[src/rtl/seg7_scan_ctrl.sv]
// seg7_scan_ctrl: time-multiplexed driver for NDIG hex 7-segment digits on one
// shared segment bus. A shadow copy of the display data is loaded only at frame
// boundaries, so a frame is never torn between old and new values.
// Optional feature macro: BLINK_EN (adds blink_i and a frame-based blink phase).
module seg7_scan_ctrl #(
  parameter int NDIG       = 8,
  parameter int CLK_DIV    = 50000,
  parameter int ACTIVE_LOW = 1,
  parameter int BLINK_DIV  = 64
) (
  input  logic                clk,
  input  logic                rst,
  input  logic                load_valid,
  output logic                load_ready,
  input  logic [4*NDIG-1:0]   val_i,
  input  logic [NDIG-1:0]     dp_i,
  input  logic [NDIG-1:0]     en_i,
  input  logic                lzb_i,
`ifdef BLINK_EN
  input  logic [NDIG-1:0]     blink_i,
`endif
  output logic [6:0]          seg_o,
  output logic                dp_o,
  output logic [NDIG-1:0]     an_o
);

  localparam int IW = (NDIG > 1) ? $clog2(NDIG) : 1;
  localparam int DW = $clog2(CLK_DIV);
  localparam logic [DW-1:0]   DIV_LOAD = DW'(CLK_DIV - 1);
  localparam logic [IW-1:0]   IDX_LAST = IW'(NDIG - 1);
  // Inactive pin levels; XOR with these converts active-high internals to pins.
  localparam logic            DP_OFF   = (ACTIVE_LOW != 0);
  localparam logic [6:0]      SEG_OFF  = {7{DP_OFF}};
  localparam logic [NDIG-1:0] AN_OFF   = {NDIG{DP_OFF}};

  logic [DW-1:0]     div_cnt;
  logic [IW-1:0]     idx;
  logic              tick;
  logic              frame_end;
  logic              load_fire;
  logic [4*NDIG-1:0] sh_val;
  logic [NDIG-1:0]   sh_dp;
  logic [NDIG-1:0]   sh_en;
  logic [NDIG-1:0]   sh_mask;
  logic [NDIG-1:0]   lz_mask;
  logic              lz_run;
  logic [NDIG-1:0]   an_hot;
  logic [3:0]        cur_nib;
  logic              blink_blank;
  logic              dig_blank;

  // Active-low glyph for one hex nibble (segment order g..a).
  function automatic logic [6:0] hex_glyph(input logic [3:0] nib);
    case (nib)
      4'h0: hex_glyph = 7'h40;
      4'h1: hex_glyph = 7'h79;
      4'h2: hex_glyph = 7'h24;
      4'h3: hex_glyph = 7'h30;
      4'h4: hex_glyph = 7'h19;
      4'h5: hex_glyph = 7'h12;
      4'h6: hex_glyph = 7'h02;
      4'h7: hex_glyph = 7'h78;
      4'h8: hex_glyph = 7'h00;
      4'h9: hex_glyph = 7'h10;
      4'hA: hex_glyph = 7'h08;
      4'hB: hex_glyph = 7'h03;
      4'hC: hex_glyph = 7'h46;
      4'hD: hex_glyph = 7'h21;
      4'hE: hex_glyph = 7'h06;
      default: hex_glyph = 7'h0E;
    endcase
  endfunction

  // Per-digit down-counter; digit index advances at terminal count.
  always_ff @(posedge clk) begin
    if (rst) begin
      div_cnt <= DIV_LOAD;
      idx     <= '0;
    end else if (tick) begin
      div_cnt <= DIV_LOAD;
      idx     <= (idx == IDX_LAST) ? '0 : idx + IW'(1);
    end else begin
      div_cnt <= div_cnt - DW'(1);
    end
  end

  assign tick       = (div_cnt == '0);
  assign frame_end  = tick && (idx == IDX_LAST);
  assign load_ready = frame_end;
  assign load_fire  = load_valid && load_ready;

  // Leading-zero mask: blank from the top digit down until a non-zero nibble; digit 0 always kept.
  always_comb begin
    lz_mask = '0;
    lz_run  = lzb_i;
    for (int k = NDIG - 1; k >= 1; k--) begin
      if (lz_run && (val_i[4*k +: 4] == 4'h0)) lz_mask[k] = 1'b1;
      else                                      lz_run     = 1'b0;
    end
  end

  // Shadow registers, updated only on an accepted load at a frame boundary.
  always_ff @(posedge clk) begin
    if (rst) begin
      sh_val  <= '0;
      sh_dp   <= '0;
      sh_en   <= '0;
      sh_mask <= '0;
    end else if (load_fire) begin
      sh_val  <= val_i;
      sh_dp   <= dp_i;
      sh_en   <= en_i;
      sh_mask <= lz_mask;
    end
  end

`ifdef BLINK_EN
  localparam int BW = (BLINK_DIV > 1) ? $clog2(BLINK_DIV) : 1;
  localparam logic [BW-1:0] BLINK_LOAD = BW'(BLINK_DIV - 1);
  logic [BW-1:0] blink_cnt;
  logic          blink_on;

  // Frame down-counter; blink phase toggles each time it expires.
  always_ff @(posedge clk) begin
    if (rst) begin
      blink_cnt <= BLINK_LOAD;
      blink_on  <= 1'b1;
    end else if (frame_end) begin
      if (blink_cnt == '0) begin
        blink_cnt <= BLINK_LOAD;
        blink_on  <= ~blink_on;
      end else begin
        blink_cnt <= blink_cnt - BW'(1);
      end
    end
  end

  assign blink_blank = ~blink_on & blink_i[idx];
`else
  logic [31:0] unused_blink_div;
  assign unused_blink_div = BLINK_DIV;
  assign blink_blank      = 1'b0;
`endif

  // One-hot digit select for the current index.
  always_comb begin
    an_hot = '0;
    for (int k = 0; k < NDIG; k++) an_hot[k] = (idx == IW'(k));
  end

  assign cur_nib   = sh_val[{idx, 2'b00} +: 4];
  assign dig_blank = ~sh_en[idx] | sh_mask[idx] | blink_blank;

  // Registered pin drive; anodes go dark on the tick cycle so segments change unselected.
  always_ff @(posedge clk) begin
    if (rst) begin
      seg_o <= SEG_OFF;
      dp_o  <= DP_OFF;
      an_o  <= AN_OFF;
    end else begin
      an_o  <= tick ? AN_OFF : (an_hot ^ AN_OFF);
      seg_o <= dig_blank ? SEG_OFF : (hex_glyph(cur_nib) ^ ~SEG_OFF);
      dp_o  <= (dig_blank || !sh_dp[idx]) ? DP_OFF : ~DP_OFF;
    end
  end

endmodule

[config.mk]
export PLATFORM = sky130hd
export DESIGN_NAME = seg7_scan_ctrl
export DESIGN_NICKNAME = d
export VERILOG_FILES = /design/src/rtl/seg7_scan_ctrl.sv
export SDC_FILE = /design/constraint.sdc
export NUM_CORES = 1
export LEC_CHECK = 0
export ABC_AREA = 1
export BUFFER_PORTS_ARGS = -buffer_cell sky130_fd_sc_hd__buf_2
export CORE_AREA = 2 2 92 94
export CTS_BUF_LIST = sky130_fd_sc_hd__clkbuf_8
export CTS_CLUSTER_SIZE = 16
export DETAILED_ROUTE_END_ITERATION = 12
export DIE_AREA = 0 0 94 96
export PLACE_DENSITY = 0.77
export SLEW_MARGIN = 25
export SYNTH_ARGS = -nofsm -noshare
export SYNTH_HDL_FRONTEND = slang
export SYNTH_SLANG_ARGS = --single-unit
[constraint.sdc]
create_clock -name clk -period 3.96 [get_ports clk]
set_clock_uncertainty 0.05 [all_clocks]
set_input_delay 0.396 -clock clk [delete_from_list [all_inputs] [get_ports clk]]
set_output_delay 0.396 -clock clk [all_outputs]
set_load 0.01 [all_outputs]
; ---- After elaboration in Yosys (flattened, before gate mapping)
; Memory sizes are Yosys's and may differ from the RTL's. A register that Yosys moved wholly into a read port is not among the register bits.
; Cells that the tools add are included.
[op_classes]
n_addsub = 2
n_lt_le_gt_ge = 1
eq_ne = 7
n_shift = 1
muxes = 21
n_bitwise = 3
n_reduce_logical = 22
[op_table]
columns = operator, count
row1 = $shiftx A32 B6 Y4, 1
row2 = $logic_not A4 Y1, 7
row3 = $mux W1, 17
row4 = $logic_not A16 Y1, 1
row5 = $sub A16 B1 Y16 const B, 1
row6 = $eq A3 B3 Y1 const B, 4
row7 = $bmux W1 S3, 3
row8 = $logic_and A1 B1 Y1, 9
row9 = $not A8 Y8, 1
row10 = $eq A3 B2 Y1 const B, 2
row11 = $lt A3 B4 Y1 const B, 1
row12 = $reduce_or A2 Y1, 2
row13 = $add A3 B1 Y3 const B, 1
row14 = $eq A3 B1 Y1 const B, 1
row15 = $logic_not A3 Y1, 1
row16 = $mux W3, 1
row17 = $logic_not A1 Y1, 1
row18 = $logic_or A1 B1 Y1, 1
row19 = $not A1 Y1, 1
row20 = $or A1 B1 Y1, 1
[totals]
regBits = 83
mem_bits_ro = 112
input_bits = 52
output_inout_bits = 17
word_cells = 66
n_memories = 1
[memory_table]
columns = memory, words, width, read_ports, rd_ports_with_merged_regs, wr, line_no
row1 = (name not given), 16, 7, 1, 1, 0, 54  ; case (nib)

; ---- Longest topological paths before layout
; Gate-level depths: netlist of run 1.
[logic_depth]
word_depth = 15
ltp_mapped = 12
depth_no_buf = 11

; ---- Worst setup path after synthesis of run 1
; OpenSTA, ideal clock, no wires.
[synth_path]
kind = flip-flop to flip-flop
start = register idx[1]
end = register seg_o[3]
setup_time_ps = 120
t_arrival_ps = 1664
required_time_ps = 3790
setup_slack_ps = 2126
stages_incl_launch_ff = 13
n_path_buf = 2
period_less_slack_ps = 1834
path_cell_list = dfxtp_1 buf_4 inv_2 buf_4 o211ai_1 nand3_1 o21ai_1 inv_1 ha_1 nand3_1 nand2_1 nand2_1 nand3_1
[synth_via]
elab_chain_len = 5
word_cells_on_any_way = 8
cone_classes = shift (1) / mux (4) / bitwise (2) / reduce/logical (1)
[synth_rtl]
columns = item, line_no
row1 = start: declaration, 37  ; logic [IW-1:0] idx;
row2 = start signal: assignment, 81  ; idx <= (idx == IDX_LAST) ? '0 : idx + IW'(1);
row3 = $bmux W1 S3, 152  ; assign dig_blank = ~sh_en[idx] | sh_mask[idx] | blink_blank;
row4 = $mux W1 (implied by the code), 152
row5 = $not A1 Y1, 152
row6 = $or A1 B1 Y1, 152
row7 = $reduce_or A2 Y1 (no line), n/a
row8 = end: declaration, 22  ; output logic [6:0] seg_o,
; Parallel ways exist; a longest one is shown, timed or not. The select of a mux whose other input is x is not followed.
; A chain may end at the register's enable or synchronous reset.

; ---- Worst setup path after layout of run 1
[layout_path]
start = register idx[1]
end = register sh_val[26]
[layout_via]
elab_chain_len = 3
[layout_rtl]
columns = item, line_no
row1 = $eq A3 B3 Y1, 88  ; assign frame_end = tick && (idx == IDX_LAST);
row2 = $logic_and A1 B1 Y1, 88
row3 = $logic_and A1 B1 Y1, 90  ; assign load_fire = load_valid && load_ready;
row4 = end signal: assignment, 110  ; sh_val <= val_i;
row5 = end: declaration, 41  ; logic [4*NDIG-1:0] sh_val;
; Every way passes these cells.

==> flow_summary.json, run 1 <==
{
  "syn_nets": 622,
  "maxCapViolations": 0,
  "peakVddDrop_mv": 0.204,
  "fp.dieH_um": 96,
  "vias": 3762,
  "max_stage_delay_ns": 0.65,
  "drtIter0Drc": 155,
  "yosys.area.top_type": "dfxtp_1",
  "cp.required_ns": 4.15,
  "period_minus_slack_ns": 2.74,
  "cts-htree-levels": 3,
  "synth_most_common_cell": "nor2_1",
  "ys.flop_type": "dfxtp_1",
  "fmax_mhz": 365,
  "cp_cell_sequence": "buf_4, ha_1, ha_1, nand4_4, buf_4, inv_2, o21ai_0, a21oi_1",
  "status": "completed",
  "antenna_found_initial": 0,
  "synthToLayoutAreaGrowth_pct": 12.3,
  "io_buffers": 68,
  "initial_utilization_pct": 53.1,
  "seq_area_um2": 1800,
  "grt_max_degree": 75,
  "setup_viol": 0,
  "hp-class": "in -> reg",
  "gp_congestion": 0.931,
  "synth_common_cells": "109 x nor2_1, 90 x dfxtp_1, 82 x nand2_1",
  "cts_tree": "done",
  "numCtsBuffers": 9,
  "slowest_stage": "buf_4",
  "synthCells": 556,
  "fillers": 741,
  "crit_buf_inv": 3,
  "slew_violations": 0,
  "cts.sinks": 90,
  "antenna_left": 0,
  "critPathTopFamily": "buffers and inverters",
  "cp-start-kind": "register",
  "hold_buffers": 0,
  "ys_warn_count": 0,
  "clk_latency_ns": 0.36,
  "ys_async_sr_fraction_pct": 0,
  "arrival_ns": 2.93,
  "critPathKind": "reg -> reg",
  "nNetsFinal": 678,
  "dr.pass1.iters": 4,
  "cts_resized": 0,
  "hpwl_um": 6820,
  "yosys.area.top_type_share_pct": 42.2,
  "num_rows": 33,
  "relSlewSlack_pct": 43.6,
  "synth-seq-cells": 90,
  "cts.path.max_buffers": 2,
  "drive_above_1_share_pct": 20.6,
  "fin_ws_ns": 1.22,
  "cp-end-kind": "register",
  "drt-wirelength-per-cell_um": 13.3,
  "grt_pass1_vias": 3369,
  "grt_usage_pct": 22.3,
  "synth-edff-count": 0,
  "p_leak_nw": 2.09,
  "tightest_slew_ns": 0.845,
  "via_per_inst": 5.22,
  "clk_pin_slew_worst_paths_ns": 0.08,
  "ios": 69,
  "ys_top_cells_by_area": "dfxtp_1 42%, nor2_1 9.6%, nand2_1 7.2%",
  "multiInputGateArea_um2": 2100,
  "syn_area_per_cell_um2": 7.69,
  "preCtsSetupSlack_ns": 1.23,
  "hold_violations": 0,
  "finalWirelength_um": 9580,
  "ys_seq_area_share_pct": 42.2,
  "rsz0062_at_grt": "no",
  "grt_pass1_wl_um": 15700,
  "cp_max_fo": 74,
  "cts_root_buf": "clkbuf_8",
  "core_um2": 8050,
  "synthesis.area_um2": 4270,
  "dieArea_um2": 9020,
  "overflow": 0,
  "powerDensity_nw_per_um2": 330,
  "fin_setup_tns_ns": 0,
  "die_w_um": 94,
  "fin_crit_sh_pct": 69.2,
  "route.detailed.drc": 0,
  "n_antenna_cell": 0,
  "synth.distinct_cells": 35,
  "post-cts-setup-buffer-count": 0
}
==> kinds of logic after synthesis <==
family	Yosys count	synth area share [%]
simple gates	259	26.2
compound gates	103	17.0
flops	90	42.2
buf+inv	82	8.87
fa+ha+maj	14	4.10
xor+xnor	8	1.64
==> placed cells by master, fill, tap and decap left out, drive strengths merged <==
| cell | instances |
|---|---|
| nand3 | 41 |
| nor3 | 2 |
| nor2 | 117 |
| o211ai | 12 |
| o21ai | 45 |
| nand3b | 2 |
| nand4 | 4 |
| clkinvlp | 1 |
| a211oi | 23 |
| buf | 72 |
| dfxtp | 90 |
| clkbuf | 10 |
| bufinv | 1 |
| a21oi | 22 |
| clkinv | 1 |
| xnor2 | 4 |
| inv | 57 |
| or2 | 3 |
| and2 | 3 |
| o211a | 1 |
| ha | 14 |
| nor4 | 2 |
| nand2 | 85 |
| xor2 | 4 |
==> sequential cells by signal (all words and copies together), names as in the netlist <==
name	cells
sh_val	32
sh_dp	8
seg_o	7
dp_o	1
sh_mask	7
div_cnt	16
sh_en	8
an_o	8
idx	3
==> report_power, final <==
part	internal (mW)	total (mW)	switching [mW]
combinational	0.0265	0.0629	0.0364
sequential	0.907	0.909	0.00182
clock	0.299	0.612	0.312
==> per-stage QoR <==
step           instances  power (mW)  area (um^2)  hold slack (ns)  util, %
2_1_floorplan        556       0.957         4270            0.315        -
3_3_place_gp         706       0.991         4610            0.326     57.3
3_5_place_dp         706       0.993         4610            0.334     57.3
4_1_cts              721        1.59         4800            0.190     59.6
5_1_grt              721        1.64         4800            0.193     59.6
6_report             721        1.58         4800            0.203     59.6
==> layer usage <==
| layer | GRT usage, % | up-vias | share of wire (%) |
|---|---|---|---|
| met5 | 0 | - | 0 |
| met4 | 8.21 | 0 | 2.4 |
| met3 | 5.72 | 21 | 5.7 |
| met2 | 37.1 | 107 | 47 |
| met1 | 27.9 | 1716 | 45 |
| li1 | - | 1918 | - |
==> final timing paths <==
check | start | endpoint | slack (ns) | cells after the start
worst max-delay path | idx[1] | sh_val[26] | 1.22 | 8
worst min-delay path | en_i[2] | sh_en[2] | 0.20 | 3
worst min register to register | div_cnt[0] | div_cnt[0] | 0.35 | 1
worst max register to register | idx[1] | sh_val[26] | 1.22 | 8
==> worst register-to-register path, delay by kind of cell (launching register included) <==
| kind | cells | cell delay (ns) |
|---|---|---|
| DFF | 1 | 0.30 |
| AOI/OAI and AO/OA | 2 | 0.36 |
| and+or+nand+nor | 1 | 0.12 |
| buffers and inverters | 3 | 1.28 |
| adders and majority gates | 2 | 0.50 |
==> cell type report <==
type / count / share of cell area [%]
Clock buffer: 10 / 2.87
Clock inverter: 5 / 1.02
Inverter: 55 / 4.30
Multi-Input combinational cell: 384 / 43.8
Sequential cell: 90 / 37.5
Tap cell: 105 / 2.74
Timing Repair Buffer: 72 / 7.72
Power figures use the tool's default switching activity.
==> run 2: changes to the inputs <==
==> constraint.sdc (replaced) <==
create_clock -name clk -period 2.53 [get_ports clk]
set_clock_uncertainty 0.05 [all_clocks]
set_input_delay 0.253 -clock clk [delete_from_list [all_inputs] [get_ports clk]]
set_output_delay 0.253 -clock clk [all_outputs]
set_load 0.01 [all_outputs]
==> run 2 against run 1 <==
  * Worst hold slack worse by 0.13 ns
  * Total power is 59% higher
  * Non-clock buffer count is 5 higher
  * Final area is 1.1% higher
  * Setup slack worse by 1.0 ns
  * Flip-flop and latch count stayed put
  * Sequential share of layout area is 0.42 points lower
  * Register-to-register slack worse by 0.91 ns
  * Clock power is 63% higher
  * Combinational power is 59% higher
  * Via count is 0.77% higher
==> flow_summary.json, run 2 (same netlist as run 1, synthesis figures left out) <==
{
  "dr.pass1.iters": 6,
  "hold_violations": 0,
  "initial_utilization_pct": 53.1,
  "fin_setup_tns_ns": 0,
  "numCtsBuffers": 9,
  "drive_above_1_share_pct": 21.9,
  "antenna_left": 0,
  "die_w_um": 94,
  "gp_congestion": 0.939,
  "preCtsSetupSlack_ns": 0.362,
  "cp-start-kind": "register",
  "maxCapViolations": 0,
  "pwr-share-seq_pct": 56.4,
  "synthToLayoutAreaGrowth_pct": 13.5,
  "grt_pass1_vias": 3442,
  "powerDensity_nw_per_um2": 519,
  "cts-htree-levels": 3,
  "cpMostUsedCell": "inv_1",
  "vias": 3791,
  "status": "completed",
  "ios": 69,
  "hp-start": "en_i[1]",
  "p_sw_share_pct": 22.7,
  "rsz0062_at_grt": "no",
  "reg_top3": "sh_val: 32 flops, div_cnt: 16 flops",
  "io_buffers": 68,
  "crit_buf_inv": 4,
  "fp.dieH_um": 96,
  "power_frac_comb_pct": 4.0,
  "max_stage_delay_ns": 0.38,
  "dp_cells": 711,
  "largest_reg_flops": 32,
  "period_minus_slack_ns": 2.31,
  "grt_pass1_wl_um": 16000,
  "hold_buffers": 0,
  "fmax_mhz": 432,
  "grt_max_degree": 36,
  "p_sw_mw": 0.573,
  "timing.reg2reg.setup_slack_ns": 0.31,
  "clk_pin_slew_worst_paths_ns": 0.09,
  "p_leak_nw": 2.11,
  "mostFrequentLayoutCell": "nor2_1",
  "cts_resized": 0,
  "drt-wirelength-per-cell_um": 13.5,
  "slowest_stage": "and2_1",
  "cts.path.max_buffers": 2,
  "dieArea_um2": 9020,
  "drtIter0Drc": 226,
  "cp_max_fo": 7,
  "p_int_mw": 1.95,
  "n_antenna_cell": 0,
  "cts_root_buf": "clkbuf_8",
  "arrival_ns": 2.01,
  "holdPathStages": 3,
  "cts_tree": "done",
  "setup_viol": 0,
  "antenna_found_initial": 0,
  "finalWirelength_um": 9800,
  "nNetsFinal": 683,
  "final_cell_mix": "109 x nor2_1, 90 x dfxtp_1, 82 x nand2_1",
  "critPathTopFamily": "simple AND/OR/NAND/NOR gates",
  "critPathKind": "reg -> out",
  "cp_cell_sequence": "inv_1, ha_1, inv_1, nor2_1, nand2_1, nor2_2, and2_1, nand2_1, inv_1, buf_2",
  "overflow": 0,
  "cp-end-kind": "primary output",
  "relSlewSlack_pct": 64.7,
  "reg2reg_depth": 10,
  "route.detailed.drc": 0,
  "post-cts-setup-buffer-count": 0,
  "grt_usage_pct": 22.6,
  "cp.required_ns": 2.23,
  "via_per_inst": 5.21,
  "regMostFlops": "sh_val",
  "timing.rr.end": "seg_o[3]",
  "tightest_slew_ns": 0.525,
  "clk_latency_ns": 0.36,
  "hp-class": "in -> reg",
  "num_rows": 33,
  "peakVddDrop_mv": 0.329,
  "layoutNonFillerInstCount": 727,
  "fin_ws_ns": 0.216,
  "fin_crit_sh_pct": 91.5,
  "p_clk_share_pct": 39.6,
  "cts.sinks": 90,
  "crit_path_start": "div_cnt[0]",
  "power_mw": 2.52,
  "hpwl_um": 7190,
  "core_um2": 8050,
  "reg2reg_from": "idx[1]",
  "slew_violations": 0,
  "hold_end": "sh_en[1]"
}
-- run 2: cell types whose count changed in the layout (fill, tap and decap cells not counted), sizes merged --
cell / change
clkinv: +3
buf: +5
inv: -2
-- run 2: worst min-delay path: cells and delay by family --
| kind | cells | cell delay, ns |
|---|---|---|
| buffers and inverters | 1 | 0.08 |
| and+or+nand+nor | 2 | 0.11 |
-- run 2: routing by layer --
layer	GRT usage (%)	wire (um)
met3	4.15	512
met5	0	0
met1	28.6	4410
met4	8.57	184
met2	38.3	4690
-- run 2: cell type report --
| type | instances | area [um^2] |
|---|---|---|
| multi-input cells | 384 | 2100 |
| well taps | 105 | 131 |
| clock inverters | 6 | 65.1 |
| fillers | 758 | 3200 |
| clock buffers | 10 | 138 |
| inverters | 55 | 206 |
| repair buffers | 77 | 408 |
| flip-flops and latches | 90 | 1800 |
-- run 2: power groups by stage --
stage	Combinational, mW	Clock, mW	Sequential (mW)
final	0.100	0.998	1.42
after global routing	0.110	1.08	1.42
after CTS	0.101	1.02	1.42
after detailed placement	0.0995	0	1.46
after global placement	0.0980	0	1.46
after floorplan	0.0414	0	1.46
-- run 2: per-stage QoR --
step	hold WS [ns]	instance area, um^2	utilization [%]
floorplan	0.315	4270	-
global placement	0.326	4650	57.7
detailed placement	0.332	4650	57.7
CTS	0.0603	4850	60.3
global route	0.0549	4850	60.3
finish	0.0686	4850	60.3
-- run 2: worst max-delay path by stage --
stage	end	slack, ns	cells past startpoint
final	load_ready	0.22	10
after global routing	load_ready	0.01	10
after CTS	load_ready	0.23	10
after detailed placement	seg_o[3]	0.36	10
after global placement	seg_o[3]	0.48	10
after floorplan	seg_o[3]	0.70	12
==> run 3: changes to the inputs <==
--- a/config.mk
+++ b/config.mk
@@ -7,12 +7,12 @@
 export LEC_CHECK = 0
 export ABC_AREA = 1
 export BUFFER_PORTS_ARGS = -buffer_cell sky130_fd_sc_hd__buf_2
-export CORE_AREA = 2 2 92 94
+export CORE_AREA = 2 2 93 95
 export CTS_BUF_LIST = sky130_fd_sc_hd__clkbuf_8
 export CTS_CLUSTER_SIZE = 16
 export DETAILED_ROUTE_END_ITERATION = 12
-export DIE_AREA = 0 0 94 96
-export PLACE_DENSITY = 0.77
+export DIE_AREA = 0 0 95 97
+export PLACE_DENSITY = 0.78
 export SLEW_MARGIN = 25
 export SYNTH_ARGS = -nofsm -noshare
 export SYNTH_HDL_FRONTEND = slang
==> constraint.sdc (replaced) <==
create_clock -name clk -period 1.9 [get_ports clk]
set_clock_uncertainty 0.05 [all_clocks]
set_input_delay 0.19 -clock clk [delete_from_list [all_inputs] [get_ports clk]]
set_output_delay 0.19 -clock clk [all_outputs]
set_load 0.01 [all_outputs]
==> run 3 against run 2 <==
  * The run now ends with hold timing left
  * Sequential share of layout area decreased by 2.4 points
  * Critical endpoint unchanged
  * Highest routed layer unchanged
  * Core utilization increased by 3.8 points
  * Via count increased by 4.2%
  * First-iteration DRC count decreased by 4.4%
  * Clock power increased by 25%
  * Die area increased by 2.1%
  * Combinational power increased by 62%
  * Final area increased by 7.4%
  * Worst hold slack got worse by 0.074 ns
  * Global-route usage increased by 0.062 points
  * Register-to-register slack got worse by 0.21 ns
  * Sequential power increased by 33%
==> flow_summary.json, run 3 (same netlist as run 1, synthesis figures left out) <==
{
  "clk_latency_ns": 0.37,
  "dieArea_um2": 9220,
  "num_rows": 33,
  "die_w_um": 95,
  "slew_violations": 0,
  "hold_violations": 2,
  "whs_ns": -0.00562,
  "io_buffers": 68,
  "fp.dieH_um": 97,
  "rsz0062_at_grt": "yes",
  "antenna_left": 0,
  "maxCapViolations": 0,
  "peakVddDrop_mv": 0.409,
  "overflow": 0,
  "grt_pass1_vias": 3679,
  "hpwl_um": 7530,
  "clk_pin_slew_worst_paths_ns": 0.09,
  "cpMostUsedCell": "inv_2",
  "regMostFlops": "sh_val",
  "initial_utilization_pct": 52.5,
  "max_stage_delay_ns": 0.34,
  "period_minus_slack_ns": 1.84,
  "dr.pass1.iters": 5,
  "tightest_slew_ns": 0.493,
  "fillers": 713,
  "fmax_mhz": 545,
  "p_leak_nw": 2.26,
  "hp-class": "in -> reg",
  "n_antenna_cell": 0,
  "hp-start": "dp_i[0]",
  "cts.sinks": 90,
  "drive_above_1_share_pct": 26.2,
  "route.detailed.drc": 0,
  "cts.path.max_buffers": 2,
  "drt-wirelength-per-cell_um": 13.6,
  "critPathTopFamily": "simple AND/OR/NAND/NOR gates",
  "cp.required_ns": 1.66,
  "setup_viol": 0,
  "numCtsBuffers": 9,
  "crit_path_start": "div_cnt[1]",
  "nNetsFinal": 713,
  "cp-end-kind": "primary output",
  "antenna_found_initial": 0,
  "powerDensity_nw_per_um2": 634,
  "cp-start-kind": "register",
  "core_um2": 8130,
  "ios": 69,
  "gp_congestion": 0.881,
  "grt_pass1_wl_um": 16600,
  "largest_reg_flops": 32,
  "fin_setup_tns_ns": 0,
  "cp_max_fo": 2,
  "via_per_inst": 5.22,
  "finalWirelength_um": 10300,
  "crit_buf_inv": 4,
  "relSlewSlack_pct": 66.8,
  "place_area_um2": 4780,
  "reg_top3": "sh_val: 32 flops, div_cnt: 16 flops",
  "cts-htree-levels": 3,
  "violations": "hold timing",
  "drtIter0Drc": 216,
  "cts_tree": "done",
  "status": "complete, but fails checks",
  "critPathKind": "reg -> out",
  "final_cell_mix": "109 x nor2_1, 85 x dfxtp_1, 80 x nand2_1",
  "fin_crit_sh_pct": 96.6,
  "mostFrequentLayoutCell": "nor2_1",
  "grt_max_degree": 37,
  "grt_usage_pct": 22.6,
  "vias": 3949,
  "reg2reg_from": "div_cnt[1]",
  "slowest_stage": "dfxtp_2",
  "final_area_um2": 5210,
  "synthToLayoutAreaGrowth_pct": 22.0,
  "arrival_ns": 1.60,
  "cp_cell_sequence": "inv_2, ha_4, inv_1, nor2_1, nand2_1, nor2_2, and2_4, nand2_2, inv_2, buf_2",
  "cts_root_buf": "clkbuf_8"
}
## run 3: changes by cell type in the layout (fill, tap and decap cells not counted), moves of 3 or more
cell,previous run,this run
dlygate4sd3_1,0,9
buf_12,0,3
dfxtp_2,0,3
buf_4,9,25
ha_1,14,10
ha_4,0,3
dfxtp_1,90,85
## run 3: worst reg2reg max path: cells and delay by family, from the launching register on
family          cells  cell delay [ns]
compound gates      2             0.24
fa+ha+maj           1             0.13
buf+inv             5             0.56
flops               1             0.34
simple gates        4             0.41
## run 3: cell type report
class | count | area, um^2 | area share (%)
clock buffers | 9 | 124 | 2.38
well taps | 105 | 131 | 2.52
repair buffers | 107 | 714 | 13.7
inverters | 55 | 209 | 4.01
clock inverters | 7 | 62.6 | 1.20
multi-input cells | 384 | 2160 | 41.4
flip-flops and latches | 90 | 1810 | 34.8
## run 3: path summary, 6_finish.rpt
path	end	slack (ns)	cells after the start
max	load_ready	0.06	10
min	sh_dp[0]	-0.006	3
max reg2reg	sh_val[24]	0.10	12
min reg2reg	div_cnt[0]	0.36	1
## run 3: metrics by stage
step                power, mW  setup slack (ns)  util (%)  instances  hold slack, ns
floorplan                1.99            0.0659         -        556           0.275
global placement         2.07            0.0444      58.8        724           0.325
detailed placement       2.07           -0.0106      58.8        724           0.329
CTS                      3.31          -0.00210      62.6        751       0.0000160
global route             3.42           -0.0133      64.1        757         0.00165
finish                   3.30            0.0638      64.1        757        -0.00562
## run 3: routing by layer
layer / part of all wire (%) / track usage, % / vias to the layer above
li1: - / - / 1991
met1: 44 / 27.8 / 1827
met2: 50 / 39.3 / 116
met3: 4.6 / 4.05 / 15
met4: 1.7 / 7.69 / 0
met5: 0 / 0 / -
## run 3: power by group
part	internal [mW]	switching, mW	leakage, nW	total, mW
Clock	0.593	0.655	0.0976	1.25
Combinational	0.0793	0.0825	1.43	0.162
Sequential	1.89	0.00503	0.728	1.89
## run 3: what timing repair did
item,in CTS,in global routing
endpoints found under the hold margin,9,0
gates resized for setup,8,18
hold buffers,9,0
pin swaps,1,3
setup endpoints to repair,4,56
setup buffers,2,5
gates cloned,0,1
